`src/rtl/dft12_stream_if.sv`:
```
// Handshake bundle for the 12-point streaming DFT: sample input port, bin output port and status.
interface dft12_stream_if #(
  parameter int DW = 16,
  parameter int OW = DW + 4
);
  logic                 in_valid;
  logic                 in_ready;
  logic signed [DW-1:0] in_re;
  logic signed [DW-1:0] in_im;
  logic                 inverse;
  logic                 out_valid;
  logic                 out_ready;
  logic signed [OW-1:0] out_re;
  logic signed [OW-1:0] out_im;
  logic [3:0]           out_index;
  logic                 out_last;
  logic                 out_sat;
  logic                 busy;

  modport slave (
    input  in_valid, in_re, in_im, inverse, out_ready,
    output in_ready, out_valid, out_re, out_im, out_index, out_last, out_sat, busy
  );

  modport master (
    output in_valid, in_re, in_im, inverse, out_ready,
    input  in_ready, out_valid, out_re, out_im, out_index, out_last, out_sat, busy
  );
endinterface

```
`src/rtl/dft12_stream.sv`:
```
// Sequential 12-point DFT: buffers a frame, computes each bin with a 12-step complex MAC
// against a constant twiddle ROM, then rounds, saturates and streams bins 0..11.
module dft12_stream #(
  parameter int DW        = 16,
  parameter int CW        = 14,
  parameter int OW        = DW + 4,
  parameter int OUT_SHIFT = 0
) (
  input  logic          clk,
  input  logic          rst_n,
  dft12_stream_if.slave bus
);
  localparam int AW = DW + CW + 6;
  localparam int TW = CW + 2;
  localparam int SH = CW + OUT_SHIFT;

  function automatic longint isqrt_round(input longint x);
    longint r;
    longint t;
    r = 0;
    for (int b = 30; b >= 0; b--) begin
      t = r + (longint'(1) << b);
      if (t * t <= x) r = t;
    end
    // round to nearest: bump when (r + 0.5)^2 <= x
    if (r * r + r < x) r = r + 1;
    return r;
  endfunction

  localparam longint ONE_L  = longint'(1) << CW;
  localparam longint HALF_L = longint'(1) << (CW - 1);
  localparam longint RT3_L  = isqrt_round(longint'(3) << (2 * CW - 2));

  localparam logic signed [TW-1:0] T_ONE  = TW'(ONE_L);
  localparam logic signed [TW-1:0] T_HALF = TW'(HALF_L);
  localparam logic signed [TW-1:0] T_RT3  = TW'(RT3_L);

  localparam logic signed [AW:0] RND  = (AW + 1)'(longint'(1) << (SH - 1));
  localparam logic signed [AW:0] MAXV = (AW + 1)'((longint'(1) << (OW - 1)) - 1);
  localparam logic signed [AW:0] MINV = -((AW + 1)'(longint'(1) << (OW - 1)));

  // LOAD: fill buffer | COMPUTE: 12-step MAC for bin k | ROUND: scale+clip | OUTPUT: hold bin until taken
  typedef enum logic [1:0] {S_LOAD, S_COMPUTE, S_ROUND, S_OUTPUT} state_t;

  state_t               r_state;
  logic [3:0]           r_cnt;
  logic [3:0]           r_k;
  logic [3:0]           r_n;
  logic [3:0]           r_m;
  logic                 r_inv;
  logic signed [AW-1:0] r_acc_re;
  logic signed [AW-1:0] r_acc_im;
  logic signed [DW-1:0] r_buf_re [12];
  logic signed [DW-1:0] r_buf_im [12];

  logic                 r_out_valid;
  logic signed [OW-1:0] r_out_re;
  logic signed [OW-1:0] r_out_im;
  logic [3:0]           r_out_index;
  logic                 r_out_last;
  logic                 r_out_sat;

  logic signed [DW-1:0] w_xr;
  logic signed [DW-1:0] w_xi;
  logic signed [TW-1:0] w_c;
  logic signed [TW-1:0] w_s;
  logic signed [TW-1:0] w_s_dir;
  logic signed [AW-1:0] w_xr_e;
  logic signed [AW-1:0] w_xi_e;
  logic signed [AW-1:0] w_c_e;
  logic signed [AW-1:0] w_s_e;
  logic signed [AW-1:0] w_term_re;
  logic signed [AW-1:0] w_term_im;
  logic [4:0]           w_msum;
  logic [3:0]           w_m_nxt;
  logic signed [AW:0]   w_rnd_re;
  logic signed [AW:0]   w_rnd_im;
  logic signed [AW:0]   w_shr_re;
  logic signed [AW:0]   w_shr_im;
  logic [OW:0]          w_sat_re;
  logic [OW:0]          w_sat_im;

  // Angle 30*m degrees: c = cos, s = sin, both scaled by 2^CW.
  always_comb begin
    w_c = T_ONE;
    w_s = '0;
    case (r_m)
      4'd1:    begin w_c =  T_RT3;  w_s =  T_HALF; end
      4'd2:    begin w_c =  T_HALF; w_s =  T_RT3;  end
      4'd3:    begin w_c =  '0;     w_s =  T_ONE;  end
      4'd4:    begin w_c = -T_HALF; w_s =  T_RT3;  end
      4'd5:    begin w_c = -T_RT3;  w_s =  T_HALF; end
      4'd6:    begin w_c = -T_ONE;  w_s =  '0;     end
      4'd7:    begin w_c = -T_RT3;  w_s = -T_HALF; end
      4'd8:    begin w_c = -T_HALF; w_s = -T_RT3;  end
      4'd9:    begin w_c =  '0;     w_s = -T_ONE;  end
      4'd10:   begin w_c =  T_HALF; w_s = -T_RT3;  end
      4'd11:   begin w_c =  T_RT3;  w_s = -T_HALF; end
      default: begin w_c =  T_ONE;  w_s =  '0;     end
    endcase
  end

  assign w_xr    = r_buf_re[r_n];
  assign w_xi    = r_buf_im[r_n];
  assign w_s_dir = r_inv ? -w_s : w_s;

  assign w_xr_e = AW'(w_xr);
  assign w_xi_e = AW'(w_xi);
  assign w_c_e  = AW'(w_c);
  assign w_s_e  = AW'(w_s_dir);

  assign w_term_re = w_xr_e * w_c_e + w_xi_e * w_s_e;
  assign w_term_im = w_xi_e * w_c_e - w_xr_e * w_s_e;

  // Twiddle index m = k*n mod 12, tracked incrementally.
  assign w_msum  = {1'b0, r_m} + {1'b0, r_k};
  assign w_m_nxt = (w_msum >= 5'd12) ? 4'(w_msum - 5'd12) : w_msum[3:0];

  assign w_rnd_re = (AW + 1)'(r_acc_re) + RND;
  assign w_rnd_im = (AW + 1)'(r_acc_im) + RND;
  assign w_shr_re = w_rnd_re >>> SH;
  assign w_shr_im = w_rnd_im >>> SH;

  function automatic logic [OW:0] clip(input logic signed [AW:0] v);
    if (v > MAXV)      return {1'b1, MAXV[OW-1:0]};
    else if (v < MINV) return {1'b1, MINV[OW-1:0]};
    else               return {1'b0, v[OW-1:0]};
  endfunction

  assign w_sat_re = clip(w_shr_re);
  assign w_sat_im = clip(w_shr_im);

  // Frame storage needs no reset; a partial frame is simply overwritten.
  always_ff @(posedge clk) begin
    if (r_state == S_LOAD && bus.in_valid) begin
      r_buf_re[r_cnt] <= bus.in_re;
      r_buf_im[r_cnt] <= bus.in_im;
    end
  end

  always_ff @(posedge clk or negedge rst_n) begin
    if (!rst_n) begin
      r_state     <= S_LOAD;
      r_cnt       <= '0;
      r_k         <= '0;
      r_n         <= '0;
      r_m         <= '0;
      r_inv       <= 1'b0;
      r_acc_re    <= '0;
      r_acc_im    <= '0;
      r_out_valid <= 1'b0;
      r_out_re    <= '0;
      r_out_im    <= '0;
      r_out_index <= '0;
      r_out_last  <= 1'b0;
      r_out_sat   <= 1'b0;
    end else begin
      case (r_state)
        S_LOAD: begin
          if (bus.in_valid) begin
            if (r_cnt == 4'd0) r_inv <= bus.inverse;
            if (r_cnt == 4'd11) begin
              r_cnt    <= '0;
              r_k      <= '0;
              r_n      <= '0;
              r_m      <= '0;
              r_acc_re <= '0;
              r_acc_im <= '0;
              r_state  <= S_COMPUTE;
            end else begin
              r_cnt <= r_cnt + 4'd1;
            end
          end
        end
        S_COMPUTE: begin
          r_acc_re <= r_acc_re + w_term_re;
          r_acc_im <= r_acc_im + w_term_im;
          r_m      <= w_m_nxt;
          r_n      <= r_n + 4'd1;
          if (r_n == 4'd11) r_state <= S_ROUND;
        end
        S_ROUND: begin
          r_out_re    <= w_sat_re[OW-1:0];
          r_out_im    <= w_sat_im[OW-1:0];
          r_out_sat   <= w_sat_re[OW] | w_sat_im[OW];
          r_out_index <= r_k;
          r_out_last  <= (r_k == 4'd11);
          r_out_valid <= 1'b1;
          r_state     <= S_OUTPUT;
        end
        S_OUTPUT: begin
          if (bus.out_ready) begin
            r_out_valid <= 1'b0;
            if (r_k != 4'd11) begin
              r_k      <= r_k + 4'd1;
              r_n      <= '0;
              r_m      <= '0;
              r_acc_re <= '0;
              r_acc_im <= '0;
              r_state  <= S_COMPUTE;
            end else begin
              r_cnt   <= '0;
              r_state <= S_LOAD;
            end
          end
        end
        default: r_state <= S_LOAD;
      endcase
    end
  end

  assign bus.in_ready  = (r_state == S_LOAD);
  assign bus.busy      = (r_state != S_LOAD) || (r_cnt != 4'd0);
  assign bus.out_valid = r_out_valid;
  assign bus.out_re    = r_out_re;
  assign bus.out_im    = r_out_im;
  assign bus.out_index = r_out_index;
  assign bus.out_last  = r_out_last;
  assign bus.out_sat   = r_out_sat;
endmodule
```
`src/flat_wrapper.sv`:
```
// flat-port wrapper written by rule: the top's interface ports become plain ports
module dft12_stream_flat 
#(
  parameter int DW        = 16,
  parameter int CW        = 14,
  parameter int OW        = DW + 4,
  parameter int OUT_SHIFT = 0
)
  (clk, rst_n, bus_in_valid, bus_in_re, bus_in_im, bus_inverse, bus_out_ready, bus_in_ready, bus_out_valid, bus_out_re, bus_out_im, bus_out_index, bus_out_last, bus_out_sat, bus_busy);
  dft12_stream_if #(.DW(DW), .OW(OW)) bus_i ();
  input  logic clk;
  input  logic rst_n;
  input wire logic [$bits(bus_i.in_valid)-1:0] bus_in_valid;
  input wire logic [$bits(bus_i.in_re)-1:0] bus_in_re;
  input wire logic [$bits(bus_i.in_im)-1:0] bus_in_im;
  input wire logic [$bits(bus_i.inverse)-1:0] bus_inverse;
  input wire logic [$bits(bus_i.out_ready)-1:0] bus_out_ready;
  output wire logic [$bits(bus_i.in_ready)-1:0] bus_in_ready;
  output wire logic [$bits(bus_i.out_valid)-1:0] bus_out_valid;
  output wire logic [$bits(bus_i.out_re)-1:0] bus_out_re;
  output wire logic [$bits(bus_i.out_im)-1:0] bus_out_im;
  output wire logic [$bits(bus_i.out_index)-1:0] bus_out_index;
  output wire logic [$bits(bus_i.out_last)-1:0] bus_out_last;
  output wire logic [$bits(bus_i.out_sat)-1:0] bus_out_sat;
  output wire logic [$bits(bus_i.busy)-1:0] bus_busy;
  assign bus_i.in_valid = bus_in_valid;
  assign bus_i.in_re = bus_in_re;
  assign bus_i.in_im = bus_in_im;
  assign bus_i.inverse = bus_inverse;
  assign bus_i.out_ready = bus_out_ready;
  assign bus_in_ready = bus_i.in_ready;
  assign bus_out_valid = bus_i.out_valid;
  assign bus_out_re = bus_i.out_re;
  assign bus_out_im = bus_i.out_im;
  assign bus_out_index = bus_i.out_index;
  assign bus_out_last = bus_i.out_last;
  assign bus_out_sat = bus_i.out_sat;
  assign bus_busy = bus_i.busy;
  dft12_stream #(.DW(DW), .CW(CW), .OW(OW), .OUT_SHIFT(OUT_SHIFT)) u_core (.clk(clk), .rst_n(rst_n), .bus(bus_i));
endmodule
```
`config.mk`:
```
export PLATFORM = sky130hd
export DESIGN_NAME = dft12_stream_flat
export DESIGN_NICKNAME = d
export VERILOG_FILES = /design/src/rtl/dft12_stream_if.sv /design/src/rtl/dft12_stream.sv /design/src/flat_wrapper.sv
export SDC_FILE = /design/constraint.sdc
export NUM_CORES = 2
export LEC_CHECK = 0
export ABC_CLOCK_PERIOD_IN_PS = 13400
export BUFFER_PORTS_ARGS = -buffer_cell sky130_fd_sc_hd__buf_4
export CAP_MARGIN = 5
export CORE_ASPECT_RATIO = 0.9
export CORE_MARGIN = 5
export CORE_UTILIZATION = 66
export CTS_CLUSTER_DIAMETER = 40
export DETAILED_ROUTE_END_ITERATION = 6
export PLACE_DENSITY = 0.83
export SLEW_MARGIN = 20
export SYNTH_ARGS = -nofsm -noshare
export SYNTH_HDL_FRONTEND = slang
export SYNTH_SLANG_ARGS = --single-unit
export TNS_END_PERCENT = 100
```
`constraint.sdc`:
```
create_clock -name clk -period 13.4 [get_ports clk]
set_clock_uncertainty 0.15 [all_clocks]
set_input_delay 0.67 -clock clk [delete_from_list [all_inputs] [get_ports clk]]
set_output_delay 0.67 -clock clk [all_outputs]
set_load 0.02 [all_outputs]
```
## After elaboration in Yosys (flattened, before gate mapping)

Memory sizes are Yosys's and may differ from the RTL's.
Cells that the tools add are included.

| word-level totals | value |
|---|---|
| logic and storage cells | 103 |
| bits in read-only memories | 512 |
| input bits | 37 |
| memories | 3 |
| output and inout bits | 49 |
| register bits after elaboration | 138 |
| RAM bits | 384 |

| cells by class | value |
|---|---|
| order comparisons | 5 |
| bitwise operators | 1 |
| reduce and logical (&&, ||, !) cells | 15 |
| muxes and demuxes | 36 |
| multipliers | 4 |
| $add $sub $neg | 12 |
| eq/ne operators | 13 |

Memory list:

| memory | depth | bits a word | rd ports | clocked after Yosys merged registers in | wr ports | RTL line | text |
|---|---|---|---|---|---|---|---|
| (no name shown) | 16 | 32 | 1 | 0 | 0 | dft12_stream.sv:87 | `case (r_m)` |
| u_core.r_buf_im | 12 | 16 | 1 | 0 | 1 | dft12_stream.sv:54 | `logic signed [DW-1:0] r_buf_im [12];` |
| u_core.r_buf_re | 12 | 16 | 1 | 0 | 1 | dft12_stream.sv:53 | `logic signed [DW-1:0] r_buf_re [12];` |

Operators by type and width:

| operator | count |
|---|---|
| one-hot mux 36 bit (3 select lines) | 2 |
| 2-to-1 mux 36 bit | 4 |
| multiplier 16 x 16 -> 32 bit | 4 |
| adder 36 bit | 3 |
| 2-to-1 mux 21 bit | 4 |
| adder 36 x 15 -> 37 bit (second input constant) | 2 |
| greater-than comparator 23 x 20 -> 1 bit (second input constant) | 2 |
| less-than comparator 23 x 20 -> 1 bit (second input constant) | 2 |
| 2-to-1 mux 4 bit | 11 |
| subtractor 36 bit | 1 |
| one-hot mux 4 bit (3 select lines) | 2 |
| 2-to-1 mux 16 bit | 1 |
| negation 16 bit | 1 |
| one-hot mux 4 bit (2 select lines) | 2 |
| adder 4 x 1 -> 4 bit (second input constant) | 3 |
| equality test 4 bit (second input constant) | 3 |
| AND reduction 5 bit | 2 |
| 2-to-1 mux 2 bit | 4 |
| one-hot mux 2 bit (4 select lines) | 1 |
| AND reduction 4 bit | 2 |
| inequality test 2 x 1 -> 1 bit (second input constant) | 3 |
| inequality test 2 bit (second input constant) | 3 |
| nonzero test 2 bit | 3 |
| adder 4 x 4 -> 5 bit | 1 |
| 16 further kinds | 20 |

## Logic depth before layout (Yosys ltp)

An unclocked memory read counts as a cell.

| depth | value |
|---|---|
| word-level depth | 7 |
| mapped depth | 44 |
| gate-level depth less buffers | 43 |

## Least setup slack after synthesis

No wires, ideal clock.

| timing | value |
|---|---|
| path type | register to register |
| start | register u_core.r_n[0] |
| end | register u_core.r_acc_im[35] |
| data arrival time | 10.069 ns |
| setup time | 0.137 ns |
| cell stages (with the launch flop) | 38 |
| path buffers | 3 |
| required time | 13.113 ns |
| setup slack | 3.044 ns |
| cell sequence | dfrtp_1 > buf_2 > buf_1 > mux4_2 > mux2i_1 > nor2_1 > a21oi_1 > clkbuf_1 > nor2_1 > fa_1 > inv_1 > fa_1 > fa_1 > inv_1 > fa_1 > inv_1 > fa_1 > inv_1 > [... 2 more ...] > a21o_1 > a211oi_1 > o21bai_1 > or3_1 > a31o_2 > a21o_1 > a2111oi_0 > o21bai_1 > a21oi_1 > xnor2_1 > fa_1 > ha_1 > a31o_2 > a21o_1 > or3_1 > o311a_1 > xnor2_1 > o22ai_1 |

| between the ends | value |
|---|---|
| word-level cells in the longest chain between the ends | 5 |

Ends and longest elaborated chain:

| element | RTL line | text |
|---|---|---|
| start: declaration | dft12_stream.sv:48 | `logic [3:0] r_n;` |
| start signal: assignment | dft12_stream.sv:179 | `r_n <= r_n + 4'd1;` |
| memory (12 x 16 bit) (on tied branches) | - |  |
| multiplier 16 x 16 -> 32 bit | dft12_stream.sv:113 | `assign w_term_im = w_xi_e * w_c_e - w_xr_e * w_s_e;` |
| subtractor 36 bit * | dft12_stream.sv:113 |  |
| adder 36 bit * | dft12_stream.sv:177 | `r_acc_im <= r_acc_im + w_term_im;` |
| one-hot mux 36 bit (3 select lines) * | dft12_stream.sv:158 | `case (r_state)` |
| end signal: assignment | dft12_stream.sv:177 |  |
| end: declaration | dft12_stream.sv:52 | `logic signed [AW-1:0] r_acc_im;` |

Mark *: on every way between the ends. The rest lies on a longest branch, timed or not.
A chain may end at the register's enable or synchronous reset.

## Worst setup path in the final report

| timing | value |
|---|---|
| start | register u_core.r_m[0] |
| end | register u_core.r_acc_im[35] |

| between the ends | value |
|---|---|
| word-level cells in the longest chain between the ends | 7 |

Ends and longest elaborated chain:

| element | RTL line | text |
|---|---|---|
| start: declaration | dft12_stream.sv:49 | `logic [3:0] r_m;` |
| start signal: assignment | dft12_stream.sv:178 | `r_m <= w_m_nxt;` |
| memory (16 x 32 bit) * | - |  |
| negation 16 bit | dft12_stream.sv:105 | `assign w_s_dir = r_inv ? -w_s : w_s;` |
| 2-to-1 mux 16 bit | dft12_stream.sv:105 |  |
| multiplier 16 x 16 -> 32 bit | dft12_stream.sv:113 |  |
| subtractor 36 bit * | dft12_stream.sv:113 |  |
| adder 36 bit * | dft12_stream.sv:177 |  |
| one-hot mux 36 bit (3 select lines) * | dft12_stream.sv:158 |  |

Marks and branches as above.

==> results.ini <==
[critical_path]
crit_fanout = 24
crit_required_ns = 13.71
cpPeakStageDelay_ns = 0.76
arrival_ns = 12.58
critPathSlowestCell = inv_1
end_kind = flip-flop
r2r_slack_ns = 1.14
rr_worst_depth = 41
r2r_start = u_core.r_m[0]
crit_top_cell = fa_1
crit_type = reg -> reg
start_kind = flip-flop
r2r-end = u_core.r_acc_im[35]

[floorplan]
core_mm2 = 0.0891
row_count = 104
fp.dieH_um = 294
io_pins = 86
dieArea_mm2 = 0.0956
die_w_um = 325
start_util_pct = 66.3

[worst_hold_path]
whs_endpoint = u_core.bus.out_valid
min_from = bus_out_ready
hold_path_class = in -> reg
min_path_cells = 2

[clock_tree]
cts_buffer_depth = 3
cts-buffers-inserted = 72
clock_tree.root_cell = clkbuf_16
cts.sinks = 522
cts_tree = done
clkSlewWorstSetupHoldPaths_ns = 0.06
cts_resized = 0
clk_latency_ns = 0.68
htree_levels = 3

[final_layout]
nets = 6929
final_common_cell = inv_1
drive_gt1_share_pct = 9.20
n_fill_cell = 5893
regArea_mm2 = 0.0150
multiInputGateArea_mm2 = 0.0391
final_cell_mix = inv_1 (1233), fa_1 (992), ha_1 (433), edfxtp_1 (384), nor2_1 (340)
area_delta_synth_final_pct = 8.00

[grt]
grt_pass1_vias = 43373
grtUsageTotal_pct = 33.3
gr-total-overflow = 0
grt_max_degree = 89
antenna_found_initial = 1
grt_pass1_wl_um = 245000

[timing]
setup_viol = 0
rsz0062_at_grt = false
max_freq_ghz = 0.0816
fin_crit_sh_pct = 91.5
setup_tns_ns = 0
slew_violations = 0
worst_slew_pin_slew_ns = 1.14
relSlewSlack_pct = 23.3
finalHoldViolCount = 0
fin_crit_ns = 12.26

[logic_synthesis]
yosys_warnings = 0
syn_area_mm2 = 0.0591
syn_nets = 6836
ys_seq_elements = 522
synth_cells = 5373
ys_types = 82
synth-edff-count = 384
async_flop_share_pct = 26.4
syn_area_per_cell_um2 = 11.0
synth_flop_cell = edfxtp_1
yosysSeqAreaShare_pct = 25.4

[drt]
routed_wl_um = 155000
first_iter_violations = 3886
viasPerCell = 6.04
ant_nets = 0
vias = 40384
wl_per_cell_um = 23.2
drcViolationCount = 0
dr.pass1.iters = 6

[placed_design]
portBuffers = 85
dp_hpwl_um = 117000
place_congestion = 0.999

[run]
max-cap-violations = 0

[outcome]
outcome = complete, no violations

-- cell usage after synthesis (15+ instances only) --
cell type | instances | area share (%)
a211oi_1 | 16 | 0.20
mux4_2 | 96 | 3.7
nand2_1 | 241 | 1.5
nand3_1 | 54 | 0.46
o21bai_1 | 33 | 0.42
o21a_1 | 25 | 0.32
nor2_1 | 353 | 2.2
and3_1 | 17 | 0.18
dfrtp_1 | 138 | 5.8
clkbuf_1 | 114 | 0.72
nand4_1 | 22 | 0.23
a21oi_1 | 271 | 2.3
and2_1 | 22 | 0.23
o21ai_0 | 105 | 0.89
nand2b_1 | 45 | 0.48
nor3_1 | 23 | 0.19
edfxtp_1 | 384 | 20
nor2b_1 | 20 | 0.21
inv_1 | 1233 | 7.8
o22ai_1 | 35 | 0.37
o31ai_1 | 19 | 0.24
buf_1 | 18 | 0.11
or3_1 | 15 | 0.16
xor2_1 | 77 | 1.1
a21o_1 | 89 | 1.1
mux2i_1 | 35 | 0.59
o21ai_1 | 15 | 0.13
fa_1 | 992 | 34
or2_2 | 91 | 0.96
xnor2_1 | 176 | 2.6
a31oi_1 | 18 | 0.19
ha_1 | 434 | 9.2
-- what timing repair did --
item,in CTS,in global routing
hold buffers,1,0
hold endpoints to repair,71,0
setup buffers,0,0
-- worst max-delay path: cells and delay by family (launching register included) --
kind                       cells  cell delay (ns)
and+or+nand+nor                8             1.55
xor gates and xnor gates       2             0.29
adders and majority gates     10             4.38
AOI/OAI and AO/OA             16             3.80
buffers and inverters          5             1.17
DFF                            1             0.69
-- cell families (layout without fill, tap and decap cells) --
logic type | count (synthesis) | in the layout | share of synthesized area (%)
adders and majority gates | 1426 | 1426 | 42.8
muxes | 138 | 138 | 4.38
and+or+nand+nor | 932 | 932 | 7.25
buffers and inverters | 1377 | 1523 | 8.77
other | 0 | 1 | 0
AOI/OAI and AO/OA | 725 | 725 | 7.71
DFF | 522 | 522 | 25.4
xor gates and xnor gates | 253 | 253 | 3.75
-- layout make-up --
class	instances	area share (%)
antenna	1	0.00392
clock buffer	88	3.00
clock inverter	39	0.784
inverter	1234	7.26
multi-input combinational	3474	61.2
sequential	522	23.5
tap	1166	2.29
timing repair buffer	162	1.93
-- how the worst max path moves through the flow --
| stage | start | to | slack (ns) | depth (start not counted) |
|---|---|---|---|---|
| final | u_core.r_m[0] | u_core.r_acc_im[35] | 1.14 | 41 |
| after global routing | u_core.r_n[0] | u_core.r_acc_re[27] | 0.59 | 41 |
| after CTS | u_core.r_n[0] | u_core.r_acc_im[35] | 1.48 | 41 |
| after detailed placement | u_core.r_n[0] | u_core.r_acc_im[34] | 1.60 | 39 |
| after global placement | u_core.r_n[0] | u_core.r_acc_im[35] | 1.72 | 33 |
| after floorplan | u_core.r_n[0] | u_core.r_acc_im[35] | 3.04 | 37 |
-- layer usage --
metal	share of wire, %	GRT usage (%)
met3	11	10.1
met4	4.9	13.5
met5	0	0
met2	46	52.4
met1	38	44.1
-- metrics by stage --
stage	utilization [%]	cell area (um^2)	worst slack [ns]	hold slack, ns	instances
after floorplan	-	59100	3.04	0.224	5373
after global placement	68.9	61400	1.72	0.312	6557
after detailed placement	68.9	61400	1.60	0.351	6557
after CTS	71.6	63800	1.48	0.0696	6685
after global routing	71.6	63800	0.591	0.0912	6685
final	71.6	63800	1.14	0.0998	6686
-- registers in the layout, indices dropped and copies added, names as in the netlist --
| register | cells |
|---|---|
| u_core.bus.out_im | 20 |
| u_core.bus.out_index | 4 |
| u_core.bus.out_last | 1 |
| u_core.bus.out_re | 20 |
| u_core.bus.out_sat | 1 |
| u_core.bus.out_valid | 1 |
| u_core.r_acc_im | 36 |
| u_core.r_acc_re | 36 |
| u_core.r_buf_im | 192 |
| u_core.r_buf_re | 192 |
| u_core.r_cnt | 4 |
| u_core.r_inv | 1 |
| u_core.r_k | 4 |
| u_core.r_m | 4 |
| u_core.r_n | 4 |
| u_core.r_state | 2 |
Power is not shown: default switching activity piles up to over one toggle a cycle in this logic, so the estimate is an artifact.
